[config.mk]
export PLATFORM = sky130hd
export DESIGN_NAME = heap_range_tracker
export DESIGN_NICKNAME = d
export VERILOG_FILES = /design/src/rtl/heap_range_tracker.sv
export SDC_FILE = /design/constraint.sdc
export NUM_CORES = 2
export LEC_CHECK = 0
export CORE_MARGIN = 10
export CORE_UTILIZATION = 30
export DETAILED_ROUTE_END_ITERATION = 10
export GPL_TIMING_DRIVEN = 1
export PLACE_DENSITY = 0.54
export SLEW_MARGIN = 10
export SYNTH_ARGS = -nofsm -noshare
export SYNTH_HDL_FRONTEND = slang
export SYNTH_SLANG_ARGS = --single-unit
export TNS_END_PERCENT = 5
[constraint.sdc]
create_clock -name clk_i -period 11.9 [get_ports clk_i]
set_input_delay 1.785 -clock clk_i [delete_from_list [all_inputs] [get_ports clk_i]]
set_output_delay 1.785 -clock clk_i [all_outputs]
set_load 0.005 [all_outputs]
[src/rtl/heap_range_tracker.sv]
// heap_range_tracker: circular store of inclusive address ranges with a combinational hit
// query and a registered debug read port. Optional stats counters: HEAP_RANGE_TRACKER_STATS_EN.
module heap_range_tracker #(
    parameter int DEPTH = 8,
    parameter int AW    = 32
) (
    input  logic                   clk_i,
    input  logic                   rst_ni,
    input  logic                   clear_i,
    input  logic                   en_write_i,
    input  logic [AW-1:0]          addr_first_i,
    input  logic [AW-1:0]          addr_last_i,
    input  logic [AW-1:0]          find_addr_i,
    output logic                   addr_in_range_o,
    input  logic [19:0]            read_index_i,
    output logic [31:0]            read_o,
    output logic [$clog2(DEPTH):0] count_o,
    output logic                   full_o
);
    localparam int PW = $clog2(DEPTH);
    localparam int CW = PW + 1;

    logic [DEPTH-1:0]         valid;
    logic [DEPTH-1:0][AW-1:0] first, last;
    logic [PW-1:0]            wp, prev;
    logic [CW-1:0]            count;
    logic [DEPTH-1:0]         hit;
    logic                     bad, merge;
    logic [AW-1:0]            mfirst, mlast;
    logic [18:0]              ridx;
    logic [31:0]              rd;

    for (genvar i = 0; i < DEPTH; i++) begin : g_hit
        assign hit[i] = valid[i] && (first[i] <= find_addr_i) && (find_addr_i <= last[i]);
    end
    assign addr_in_range_o = |hit;

    // Only the most recent entry is a merge candidate; last+1 is widened so all-ones cannot wrap.
    assign prev   = wp - 1'b1;
    assign bad    = addr_first_i > addr_last_i;
    assign merge  = valid[prev]
                 && ({1'b0, addr_first_i} <= ({1'b0, last[prev]} + 1'b1))
                 && (addr_last_i >= first[prev]);
    assign mfirst = (addr_first_i < first[prev]) ? addr_first_i : first[prev];
    assign mlast  = (addr_last_i > last[prev]) ? addr_last_i : last[prev];

    always_ff @(posedge clk_i or negedge rst_ni) begin
        if (!rst_ni) begin
            valid  <= '0;
            first  <= '0;
            last   <= '0;
            wp     <= '0;
            count  <= '0;
            read_o <= '0;
        end else begin
            read_o <= rd;
            if (clear_i) begin
                valid <= '0;
                wp    <= '0;
                count <= '0;
            end else if (en_write_i && !bad) begin
                if (merge) begin
                    first[prev] <= mfirst;
                    last[prev]  <= mlast;
                end else begin
                    // When full this overwrites the oldest entry; no backpressure.
                    valid[wp] <= 1'b1;
                    first[wp] <= addr_first_i;
                    last[wp]  <= addr_last_i;
                    wp        <= wp + 1'b1;
                    if (count != CW'(DEPTH)) count <= count + 1'b1;
                end
            end
        end
    end

`ifdef HEAP_RANGE_TRACKER_STATS_EN
    logic [31:0] hit_cnt, ovw_cnt;
    logic        ovw;

    assign ovw = en_write_i && !bad && !merge && valid[wp];

    always_ff @(posedge clk_i or negedge rst_ni) begin
        if (!rst_ni) begin
            hit_cnt <= '0;
            ovw_cnt <= '0;
        end else if (clear_i) begin
            hit_cnt <= '0;
            ovw_cnt <= '0;
        end else begin
            if (addr_in_range_o && hit_cnt != '1) hit_cnt <= hit_cnt + 1'b1;
            if (ovw && ovw_cnt != '1) ovw_cnt <= ovw_cnt + 1'b1;
        end
    end
`endif

    assign ridx = read_index_i[19:1];

    always_comb begin
        rd = '0;
        if (ridx < 19'(DEPTH) && valid[ridx[PW-1:0]])
            rd = read_index_i[0] ? 32'(last[ridx[PW-1:0]]) : 32'(first[ridx[PW-1:0]]);
`ifdef HEAP_RANGE_TRACKER_STATS_EN
        if (read_index_i == 20'hFFFFE) rd = hit_cnt;
        if (read_index_i == 20'hFFFFF) rd = ovw_cnt;
`endif
    end

    assign count_o = count;
    assign full_o  = (count == CW'(DEPTH));

endmodule

### Word level (Yosys, flattened, before mapping)

Cells that the tools add are included.

| operators by class | value |
|---|---|
| $add $sub $neg | 4 |
| bitwise operators | 2 |
| equal/unequal tests | 3 |
| reductions and logical operators | 29 |
| multiplexer cells | 38 |
| magnitude comparators | 27 |

Operators by type and width:

| operator | count |
|---|---|
| $bwmux W256 | 4 |
| $le A32 B32 Y1 | 16 |
| $mux W256 | 2 |
| $bmux W32 S3 | 4 |
| $mux W32 | 10 |
| $demux W32 S3 | 2 |
| $gt A32 B32 Y1 | 2 |
| $add A32 B1 Y33 const B | 1 |
| $le A32 B33 Y1 | 1 |
| $ge A32 B32 Y1 | 1 |
| $lt A32 B32 Y1 | 1 |
| $mux W8 | 3 |
| $logic_and A1 B1 Y1 | 22 |
| $lt A19 B4 Y1 const B | 1 |
| $mux W4 | 4 |
| $lt A3 B4 Y1 const B | 3 |
| $mux W3 | 3 |
| $or A8 B8 Y8 | 1 |
| $reduce_or A8 Y1 | 1 |
| $bmux W1 S3 | 2 |
| $ge A3 B1 Y1 const B | 2 |
| $add A4 B1 Y4 const B | 1 |
| $eq A4 B4 Y1 const B | 1 |
| $ne A4 B4 Y1 const B | 1 |
| other kinds (10) | 14 |

| word-level totals | value |
|---|---|
| flip-flop bits (word level) | 559 |
| input bits | 120 |
| word-level logic and storage cells | 123 |
| output and inout bits | 38 |

### Longest topological paths before layout

| depth | value |
|---|---|
| depth after elaboration | 10 |
| depth in mapped cells | 35 |
| depth with buffers taken out | 24 |

### Worst setup path before layout

OpenSTA, ideal clock, no wires.

| timing | value |
|---|---|
| kind | register to register |
| start | register wp[0] |
| end | register first[32] (netlist bit) |
| stages on the path, launching flop included | 34 |
| period minus slack after synthesis | 7.567 ns |
| setup time | 0.087 ns |
| slack | 4.333 ns |
| arrival | 7.481 ns |
| path through | dfrtp_1 -> buf_2 -> inv_1 -> buf_1 -> clkbuf_1 -> ha_1 -> xor2_2 -> buf_6 -> buf_6 -> buf_2 -> buf_4 -> mux4_2 -> o21ai_0 -> ha_1 -> o31ai_1 -> nor4_1 -> nor2b_1 -> and3_1 -> clkbuf_1 -> nand3_1 -> nor3_1 -> xor2_1 -> ha_1 -> a2111oi_0 -> o211ai_1 -> nand3_1 -> o21bai_1 -> a31oi_1 -> a211oi_4 -> buf_6 -> mux2i_1 -> buf_2 -> nand2_1 -> o211ai_1 |

| between the ends | value |
|---|---|
| longest elaborated chain between the ends | 8 |

Ends and longest elaborated chain:

| element | line | source |
|---|---|---|
| start, declared | 25 | `logic [PW-1:0] wp, prev;` |
| start signal, assigned | 70 | `wp <= wp + 1'b1;` |
| $sub A3 B1 Y3 | 39 | `assign prev = wp - 1'b1;` |
| $bmux W32 S3 | 42 | `&& ({1'b0, addr_first_i} <= ({1'b0, last[prev]} + 1'b1))` |
| $mux W32 (implied by the code) | 42 |  |
| $add A32 B1 Y33 | 42 |  |
| $le A32 B33 Y1 | 42 |  |
| $logic_and A1 B1 Y1 | 42 |  |
| $logic_and A1 B1 Y1 | 43 | `&& (addr_last_i >= first[prev]);` |
| $mux W256 (*) | 62 | `if (merge) begin` |
| end signal, assigned by index | 63 | `first[prev] <= mfirst;` |
| end signal, assigned by index | 68 | `first[wp] <= addr_first_i;` |
| end, declared | 24 | `logic [DEPTH-1:0][AW-1:0] first, last;` |

Every way passes the cells marked *; elsewhere a longest branch is shown, timed or not. The select of a mux whose other input is x is not followed.
A chain may end at the register's enable or synchronous reset.

### Worst setup path in the final report

| timing | value |
|---|---|
| start | register wp[1] |
| end | register last[120] (netlist bit) |

| between the ends | value |
|---|---|
| longest elaborated chain between the ends | 8 |

Ends and longest elaborated chain:

| element | line | source |
|---|---|---|
| $sub A3 B1 Y3 | 39 |  |
| $bmux W32 S3 | 42, 45 |  |
| $mux W32 (implied by the code) | 42, 45 |  |
| $add A32 B1 Y33 | 42 |  |
| $le A32 B33 Y1 | 42 |  |
| $logic_and A1 B1 Y1 | 42 |  |
| $logic_and A1 B1 Y1 | 43 |  |
| $mux W256 (*) | 62 |  |
| end signal, assigned by index | 64 | `last[prev] <= mlast;` |
| end signal, assigned by index | 69 | `last[wp] <= addr_last_i;` |
| end, declared | 24 |  |

Marks and branches as above.

==> flow_metrics.py <==
metrics = {
    "outcome": {
        "status": "complete, but fails checks",
        "violations": "capacitance limit",
    },
    "critical_path": {
        "crit_path_max_fanout": 44,
        "worstPathArrival_ps": 10670,
        "crit_path_end_kind": "register",
        "worst-setup-path-type": "register to register",
        "timing.critical_path.required_ps": 12510,
        "startpoint_type": "register",
        "rr_startpoint": "wp[1]",
        "startpoint": "wp[1]",
    },
    "clock_tree": {
        "post_cts_repair_setup_buffers": 0,
        "cts_sinks": 559,
        "cts_made_buffers": 72,
        "cts.reportedPaths.clkPinSlew_ps": 60,
        "clkLatencyLatePin_ps": 710,
        "cts_root_buf": "sky130_fd_sc_hd__clkbuf_16",
        "max-clock-path-buffers": 3,
        "cts.htree.levels": 3,
        "cts_tree": "built",
        "cts_hold_buf": 0,
        "cts.repair.resized": 0,
    },
    "synthesis": {
        "synth.net_count": 5800,
        "syn_inst": 5004,
        "synth_largest_type_area_fraction_pct": 29.3,
        "synth.ff_latch_count": 559,
        "ys.flop_type": "sky130_fd_sc_hd__dfrtp_1",
        "synth_async_sr_flop_share_pct": 100,
        "synth.cell_area_mm2": 0.0477,
        "synth_area_leaders": "sky130_fd_sc_hd__dfrtp_1, sky130_fd_sc_hd__ha_1, sky130_fd_sc_hd__a221o_1, sky130_fd_sc_hd__mux4_2, sky130_fd_sc_hd__nor2_1",
        "syn_area_per_cell_um2": 9.54,
        "synth_area_leader_cell": "sky130_fd_sc_hd__dfrtp_1",
        "synthesis.yosys.warnings": 0,
        "synth.yosys.seq_area_share_pct": 29.3,
        "yosysUniqueCellTypes": 84,
        "synth-edff-count": 0,
    },
    "sta": {
        "max_transition_viols_final": 0,
        "rsz0062_at_grt": "no",
        "final_critical_path_setup_slack_ps": 1840,
        "final.setup_skew_ps": 42.0,
        "worst_pin_slew_ps": 1470,
        "maxSlewHeadroom_pct": 0.362,
        "fmax_ghz": 0.0994,
        "final-setup-viol-count": 0,
        "setup_total_negative_slack_ps": 0,
        "final_cycle_share_pct": 84.5,
        "finalHoldViolCount": 0,
        "crit_path_time_final_ps": 10060,
    },
    "final_layout": {
        "instances_no_fill": 7138,
        "drive_gt1_share_pct": 9.87,
        "postLayoutCoreUtil_pct": 34.2,
        "num-fill-cells": 16065,
        "most-common-layout-cells": "sky130_fd_sc_hd__nor2_1, sky130_fd_sc_hd__ha_1, sky130_fd_sc_hd__dfrtp_1",
        "area.growth.synth_to_final_pct": 13.3,
        "stdcell_area_mm2": 0.0541,
        "final_common_cell": "sky130_fd_sc_hd__nor2_1",
        "num-nets-final": 5800,
    },
    "routing": {
        "detail-route-antenna-nets": 0,
        "drt_first_pass_iters": 6,
        "vias": 46613,
        "detail_route.wirelength_um": 250000,
        "drt_first_iter_violations": 6338,
        "drc": 0,
        "via_per_inst": 6.53,
        "detail_route.wl_per_cell_um": 35.0,
    },
    "worst_hold_path": {
        "min-delay-path-class": "register to register",
        "worst_hold_start": "last[140]",
    },
    "pwr": {
        "seq_power_share_pct": 32.9,
        "maximum_ir_drop_on_the_vdd_rail_v": 0.000100,
        "p_clk_share_pct": 30.3,
        "cell_internal_power_mw": 4.73,
        "power.density_cell_area_mw_per_mm2": 147,
        "leakage_power_figure_nw": 23.6,
        "combPwrFrac_pct": 36.8,
        "netSwitchingFraction_pct": 40.6,
        "total_switching_power_mw": 3.23,
    },
    "floorplanning": {
        "floorplan_die_area_mm2": 0.175,
        "initial_core_util_pct": 30.2,
        "placeableCoreArea_mm2": 0.158,
        "floorplan.rows": 146,
        "chipHeight_um": 419,
        "num_io_pins": 158,
        "die_w_um": 419,
    },
    "grt": {
        "antenna_found_initial": 28,
        "grt-ovfl-total": 0,
        "first_pass_grt_wire_length_um": 348000,
        "via_count_of_the_first_global_routing_pass": 44985,
        "globalRouteTotalUtil_pct": 27.4,
        "grt_max_degree": 144,
    },
    "placement": {
        "placed_cells_incl_taps": 7002,
        "dpl.hpwl_um": 178000,
        "dp_worst_setup_slack_ps": 2280,
        "dpl_cell_area_mm2": 0.0516,
        "placement.io_buffers": 157,
        "routabilityCongestion": 0.997,
    },
    "run": {
        "max-cap-violations": 1,
    },
}
==> power groups by stage <==
stage | sequential, mW | clock [mW] | combinational, mW
after floorplan | 2.39 | 0 | 1.81
after global placement | 2.63 | 0 | 2.75
after detailed placement | 2.62 | 0 | 2.81
after CTS | 2.59 | 2.41 | 2.82
after global routing | 2.63 | 2.49 | 3.13
final | 2.62 | 2.41 | 2.93
==> cell families (layout without fill, tap and decap cells) <==
| family | count (synthesis) | after routing | synth area share [%] |
|---|---|---|---|
| adder cells (fa/ha/maj) | 676 | 676 | 17.7 |
| other | 0 | 9 | 0 |
| AO/OA/AOI/OAI | 1328 | 1328 | 21.8 |
| XOR/XNOR | 32 | 32 | 0.619 |
| buffers and inverters | 709 | 762 | 6.00 |
| flip-flops | 559 | 559 | 29.3 |
| AND/OR/NAND/NOR | 1427 | 1427 | 13.9 |
| multiplexers | 273 | 273 | 10.7 |
==> synthesized netlist by cell type (90+ instances only) <==
cell type and n:
sky130_fd_sc_hd__nor2_1 680, sky130_fd_sc_hd__ha_1 676, sky130_fd_sc_hd__dfrtp_1 559, sky130_fd_sc_hd__a221o_1 508, sky130_fd_sc_hd__inv_1 364, sky130_fd_sc_hd__clkbuf_1 223
sky130_fd_sc_hd__a21oi_1 195, sky130_fd_sc_hd__mux4_2 188, sky130_fd_sc_hd__nand2_1 186, sky130_fd_sc_hd__o21ai_0 148, sky130_fd_sc_hd__nand4_1 129, sky130_fd_sc_hd__a21o_1 126
sky130_fd_sc_hd__nand3_1 106, sky130_fd_sc_hd__o22ai_1 103, sky130_fd_sc_hd__nor2b_1 90, sky130_fd_sc_hd__nor3_1 90
==> layout make-up <==
| class | instances | area [um^2] | share of cell area (%) |
|---|---|---|---|
| diodes | 9 | 22.5 | 0.0416 |
| clock buffers | 102 | 2110 | 3.90 |
| clock inverters | 25 | 382 | 0.705 |
| inverters | 366 | 1370 | 2.54 |
| multi-input cells | 3736 | 31100 | 57.6 |
| flip-flops and latches | 559 | 14000 | 25.9 |
| well taps | 2072 | 2590 | 4.79 |
| repair buffers | 269 | 2470 | 4.58 |
==> per-stage QoR <==
step	power [mW]	hold WS (ps)
4_1_cts	7.83	515
6_report	7.95	517
5_1_grt	8.26	530
3_3_place_gp	5.38	494
2_1_floorplan	4.21	467
3_5_place_dp	5.43	501
==> final timing paths <==
| check | end | slack [ps] | cells past startpoint |
|---|---|---|---|
| setup / recovery | last[120] | 1840 | 25 |
| hold / removal | last[140] | 520 | 1 |
| min in group asynchronous | first[136] | 1080 | 1 |
| max in group asynchronous | last[121] | 8530 | 3 |
| setup reg to reg | last[120] | 1840 | 25 |
| hold reg to reg | last[140] | 520 | 1 |
==> state kept, by name, indices dropped and copies added (netlist names) <==
signal,count
first,256
read_o,32
count_o,4
last,256
valid,8
wp,3
==> critical path: stages, from the launching register on <==
cell                        delay, ps
sky130_fd_sc_hd__dfrtp_1          730
sky130_fd_sc_hd__clkinv_1         520
sky130_fd_sc_hd__ha_4             500
sky130_fd_sc_hd__buf_4            370
sky130_fd_sc_hd__nor2b_1          190
sky130_fd_sc_hd__buf_4            350
sky130_fd_sc_hd__a221oi_1         140
sky130_fd_sc_hd__o21ai_0          610
sky130_fd_sc_hd__ha_1             330
sky130_fd_sc_hd__o31ai_1          110
sky130_fd_sc_hd__nor4_1           400
sky130_fd_sc_hd__nor2b_1          420
sky130_fd_sc_hd__and3_1           360
sky130_fd_sc_hd__nand3_1          160
sky130_fd_sc_hd__nor3_1           230
sky130_fd_sc_hd__xor2_1           170
sky130_fd_sc_hd__ha_1             280
sky130_fd_sc_hd__a2111oi_0        570
sky130_fd_sc_hd__o21ai_0          220
sky130_fd_sc_hd__o21bai_1         270
sky130_fd_sc_hd__a31oi_1          120
sky130_fd_sc_hd__a211oi_4         290
sky130_fd_sc_hd__buf_4            610
sky130_fd_sc_hd__mux2i_4          980
sky130_fd_sc_hd__buf_4            600
sky130_fd_sc_hd__a221o_1          260
==> per-layer routing <==
| metal | wire [um] | vias up | global-route usage, % |
|---|---|---|---|
| li1 | - | 19184 | - |
| met1 | 95100 | 23320 | 34.4 |
| met2 | 104000 | 3290 | 39.5 |
| met3 | 31100 | 795 | 9.37 |
| met4 | 19600 | 24 | 18.4 |
| met5 | 222 | - | 0 |
No activity file was read; power rests on OpenSTA's default activity.
